===== config.mk =====
export PLATFORM = sky130hd
export DESIGN_NAME = sipo_deframer
export DESIGN_NICKNAME = d
export VERILOG_FILES = /design/src/rtl/sipo_deframer.sv
export SDC_FILE = /design/constraint.sdc
export NUM_CORES = 1
export LEC_CHECK = 0
export CAP_MARGIN = 40
export CORE_MARGIN = 5
export CORE_UTILIZATION = 45
export CTS_BUF_LIST = sky130_fd_sc_hd__clkbuf_16
export DETAILED_ROUTE_END_ITERATION = 7
export HOLD_SLACK_MARGIN = 0.08
export PLACE_DENSITY_LB_ADDON = 0.2
export SKIP_LAST_GASP = 1
export SYNTH_ARGS = -nofsm -noshare
export SYNTH_HDL_FRONTEND = slang
export SYNTH_SLANG_ARGS = --single-unit
export TNS_END_PERCENT = 50

===== constraint.sdc =====
create_clock -name clk -period 1.7 [get_ports clk]
set_input_delay 0.34 -clock clk [delete_from_list [all_inputs] [get_ports clk]]
set_output_delay 0.34 -clock clk [all_outputs]
set_load 0.005 [all_outputs]

===== src/rtl/sipo_deframer.sv =====
// sipo_deframer: assembles LSB-first serial bits into WIDTH-bit words and
// presents them through a one-word holding register with a sticky overrun flag.
module sipo_deframer #(
  parameter  int WIDTH = 8,
  localparam int CNT_W = $clog2(WIDTH)
) (
  input  logic             clk,
  input  logic             clear,
  input  logic             bit_valid,
  input  logic             s_in,
  input  logic             flush,
  input  logic             word_ready,
  input  logic             clr_ovr,
  output logic [WIDTH-1:0] word_out,
  output logic             word_valid,
  output logic             overrun,
  output logic [CNT_W-1:0] bit_count
);

  localparam logic [CNT_W-1:0] LAST = CNT_W'(WIDTH - 1);

  logic [WIDTH-1:0] shift_reg;
  logic [WIDTH-1:0] shifted;
  logic             capture;
  logic             complete;
  logic             drain;
  logic             accept;
  logic             drop;

  // Handshake: a word transfers on a rising edge where word_valid and
  // word_ready are both high; word_out is held stable until that edge.
  assign shifted  = {s_in, shift_reg[WIDTH-1:1]};
  assign capture  = bit_valid & ~flush;
  assign complete = capture & (bit_count == LAST);
  assign drain    = word_valid & word_ready;
  assign accept   = complete & (~word_valid | drain);
  assign drop     = complete & word_valid & ~word_ready;

  always_ff @(posedge clk or negedge clear) begin
    if (!clear) begin
      shift_reg <= '0;
      bit_count <= '0;
    end else if (flush) begin
      shift_reg <= '0;
      bit_count <= '0;
    end else if (bit_valid) begin
      shift_reg <= shifted;
      bit_count <= complete ? '0 : bit_count + CNT_W'(1);
    end
  end

  // Completion into a free (or simultaneously draining) slot wins over drain.
  always_ff @(posedge clk or negedge clear) begin
    if (!clear) begin
      word_out   <= '0;
      word_valid <= 1'b0;
    end else if (accept) begin
      word_out   <= shifted;
      word_valid <= 1'b1;
    end else if (drain) begin
      word_valid <= 1'b0;
    end
  end

  // Set-dominant: a drop in the same cycle as clr_ovr leaves overrun set.
  always_ff @(posedge clk or negedge clear) begin
    if (!clear) begin
      overrun <= 1'b0;
    end else if (drop) begin
      overrun <= 1'b1;
    end else if (clr_ovr) begin
      overrun <= 1'b0;
    end
  end

endmodule


# After elaboration in Yosys (flattened, before gate mapping)
# Cells that the tools add are included.
# Widths: inputs -> output; s select.
# word_totals
regBits	21
inputBits	7
out_inout_bits	13
elab_cells	29
# op_classes
addsub	1
n_eq_ne	1
mux	9
bitwise	10
reduce_logical	3
# ops
operator	n
$mux 8	2
$mux 3	3
$and 1x1->1	6
$reduce_bool 2->1	3
$mux 1	4
$add 3x1->3 const B	1
$eq 3x3->1 const B	1
$not 1->1	3
$or 1x1->1	1

# Longest topological paths before layout
# depth
ltp_word	6
mapped_depth	6
ltp_nobuf	5

# Least setup slack after synthesis
# Ideal clock, no wire load.
# synth_timing
kind	register to register
startpoint	register bit_count[0]
endpoint	register word_out[0]
setup_time_ns	0.125
arrival_time_ns	1.384
required_time_ns	1.575
setup_slack_ns	0.191
stages_incl_launch_ff	7
path_buffers	1
synth_period_minus_slack_ns	1.509
path_cell_list	dfrtp_1 -> ha_1 -> ha_1 -> nand3b_4 -> nor2b_4 -> buf_6 -> mux2_4
# synth_via
elab_chain_cells	3
# synth_lines
item	line	text
start: declaration	17	output logic [CNT_W-1:0] bit_count
start signal: assignment	48	bit_count <= complete ? '0 : bit_count + CNT_W'(1);
$eq 3x3->1	34	assign complete = capture & (bit_count == LAST);
$and 1x1->1	34	
$and 1x1->1	36	assign accept = complete & (~word_valid | drain);
end signal: assignment	58	word_out <= shifted;
end: declaration	14	output logic [WIDTH-1:0] word_out,
# No other way between the ends.
# A chain may end at the register's enable or synchronous reset.

# Worst setup path after layout
# layout_timing
startpoint	register bit_count[0]
endpoint	register word_out[1]
# Same word-level chain as after synthesis.

==> metrics.csv <==
stage,metric,value,unit
run_status,outcome,"finished, final reports clean",
cts,clk_pin_slew,0.05,ns
grt,grt_max_degree,21,
logic_synthesis,synthCells,62,
placement,post-dp-hpwl,1.05,mm
setup_path,critPathArrivalTime,1.70,ns
logic_synthesis,syn_area,876,sq um
floorplanning,core,1900,sq um
setup_path,reg2reg_slack,0.13,ns
job,drv_cap,0,
layout,multi_input_area,348,sq um
sta,setup_tns,0,ns
sta,finalCritPeriodShare,92.4,%
layout,area_growth,37.1,%
placement,gp_congestion,0.687,
sta,rsz0062_at_grt,no,
logic_synthesis,synth_cell_types,17,
layout,drive_gt1_share,22.1,%
grt,grt_pass1_wl,2.42,mm
logic_synthesis,synth_nets,71,
power,p_leak,0.000593,uW
sta,setup_ws,0.129,ns
floorplanning,ios,20,
logic_synthesis,synthTopCellsByArea,"dfrtp_1, mux2_4, mux2i_1",
setup_path,path_cells,ha_1 -> ha_2 -> nand3b_4 -> nor2b_4 -> buf_12 -> mux2_4,
grt,overflow,0,
routing,drc,0,
power,peakVddDrop,475,uV
cts,post_cts_hold_buffer_count,0,
cts,insertion_delay,0.24,ns
setup_path,cpPeakStageDelay,0.38,ns
sta,hold_viol,0,
floorplanning,fp.dieW,54.1,um
grt,antenna_found_initial,0,
floorplanning,start_util,46.1,%
logic_synthesis,syn_area_per_cell,14.1,sq um
placement,io_buffers,19,
routing,vias,519,
routing,dr.pass1.iters,2,
cts,cts_sinks,20,
layout,layout.nets,96,
sta,clock_skew,0.00222,ns
cts,cts_tree,yes,
setup_path,timing.rr.end,word_out[1]$_DFFE_PN0P_,
setup_path,cp.required,1.83,ns
floorplanning,dieHeight,54.1,um
routing,viasPerCell,4.59,
setup_path,critPathLaunchType,register,
grt,first_global_vias,555,
setup_path,crit_path_end_kind,register,
routing,dr.first_iter.drc_count,1,
cts,post_cts_resized,0,
setup_path,crit_path_top_delay_cell,dfrtp_1,
setup_path,r2r-start,bit_count[0]$_DFFE_PN0P_,
cts,cts_setup_buffers,0,
setup_path,crit_type,register to register,
routing,postRouteAntennaNets,0,
cts,htree_levels,1,
cts,cts_max_path_buffers,2,
setup_path,worst-path-max-fanout,8,
routing,wl,1.44,mm
setup_path,worstRegToRegCells,6,
power,power_density,849,nW/um^2
placement,place_ws,0.0197,ns
floorplanning,rows,16,
logic_synthesis,ys_ff_latch,20,
sta,max_freq,636,MHz
logic_synthesis,yosysTopAreaCell,dfrtp_1,
layout,diodes,0,
layout,seq_area,500,sq um
grt,grt.total_usage,11.7,%
layout,fillers,146,
layout,largest_reg_flops,8,
logic_synthesis,yosys_warnings,0,
floorplanning,die_area,2930,sq um
setup_path,crit_end,word_out[1]$_DFFE_PN0P_,
logic_synthesis,synth_top_area_share,57.1,%
sta,slew_violations,0,
routing,wire_per_inst,12.7,um
sta,setup_violations,0,
cts,cts_buffers,3,
sta,max-slew-margin-rel,83.6,%
setup_path,critPathLaunch,bit_count[0]$_DFFE_PN0P_,
sta,worst_pin_slew,0.246,ns
cts,cts_root_buffer,clkbuf_16,
min_path,hold_path.class,input pin to async pin,
sta,fin_crit,1.57,ns
logic_synthesis,ys_seq_area_share,57.1,%
## metal layers
metal	vias to the layer above	wire length [um]	global-route usage, %
li1	258	-	-
met1	254	653	13.5
met4	0	0	4.98
met5	-	0	0
met3	0	57	3.32
met2	7	725	20.2
## cells in the final DEF (no fill, tap or decap)
cell             synthesis  final
nand2b_4                 1      1
nand3b_1                 1      1
mux2_4                   8      8
mux2i_1                  8      8
ha_2                     0      1
nor2_1                   9      9
clkbuf_16                0      3
o22ai_1                  1      1
nor3b_1                  1      1
buf_4                    1      3
buf_12                   0      1
nor2b_4                  1      1
ha_1                     2      1
dfrtp_1                 20     20
nand2_1                  2      2
nand3b_4                 1      1
a21oi_1                  2      2
clkdlybuf4s50_1          0     19
clkinv_1                 0      1
inv_1                    2      2
## area by class of cell
| class | count | area share [%] |
|---|---|---|
| inverters | 2 | 0.625 |
| clock inverters | 1 | 0.313 |
| multi-input cells | 37 | 29.0 |
| well taps | 27 | 2.81 |
| flip-flops and latches | 20 | 41.7 |
| repair buffers | 23 | 19.4 |
| clock buffers | 3 | 6.25 |
## where the power goes
group | internal (uW) | total [uW] | switching, uW
clock network | 312 | 466 | 154
registers | 483 | 488 | 5.25
logic | 35.9 | 65.0 | 29.2
total | 831 | 1020 | 189
## worst max-delay path: cells and delay by family (launching register included)
kind / cells / cell delay (ns)
muxes: 1 / 0.30
and+or+nand+nor: 2 / 0.25
adders and majority gates: 2 / 0.40
DFF: 1 / 0.38
buffers and inverters: 1 / 0.14
## worst min path at each step
| stage | from | to |
|---|---|---|
| finish | clear | shift_reg[6]$_DFFE_PN0P_ |
| global route | clear | word_out[3]$_DFFE_PN0P_ |
| CTS | clear | word_out[3]$_DFFE_PN0P_ |
| detailed placement | word_out[7]$_DFFE_PN0P_ | word_out[7]$_DFFE_PN0P_ |
| global placement | word_out[7]$_DFFE_PN0P_ | word_out[7]$_DFFE_PN0P_ |
| floorplan | clear | bit_count[0]$_DFFE_PN0P_ |
## cell usage after synthesis (all sizes together)
cell and instances:
a21oi 2, buf 2, clkbuf 1, dfrtp 20
ha 2, inv 2, mux2 8, mux2i 8
nand2 2, nand2b 1, nand3b 2, nor2 9
nor2b 1, nor3b 1, o22ai 1
## through the flow
stage	instance area, sq um	cells	hold WS (ns)	power, uW	utilization, %
6_report	1200	113	0.425	1020	63.2
5_1_grt	1200	113	0.451	1060	63.2
4_1_cts	1200	113	0.432	1030	63.0
3_5_place_dp	1120	109	0.498	563	58.9
3_3_place_gp	1120	109	0.500	561	58.9
2_1_floorplan	876	62	0.0444	522	-
## logic make-up after synthesis
logic type                 share of synthesized area [%]
AOI/OAI and AO/OA                                   1.86
DFF                                                 57.1
muxes                                               22.9
buffers and inverters                               3.43
adders and majority gates                           2.86
and+or+nand+nor                                     11.9
No activity file was read; power rests on OpenSTA's default activity.
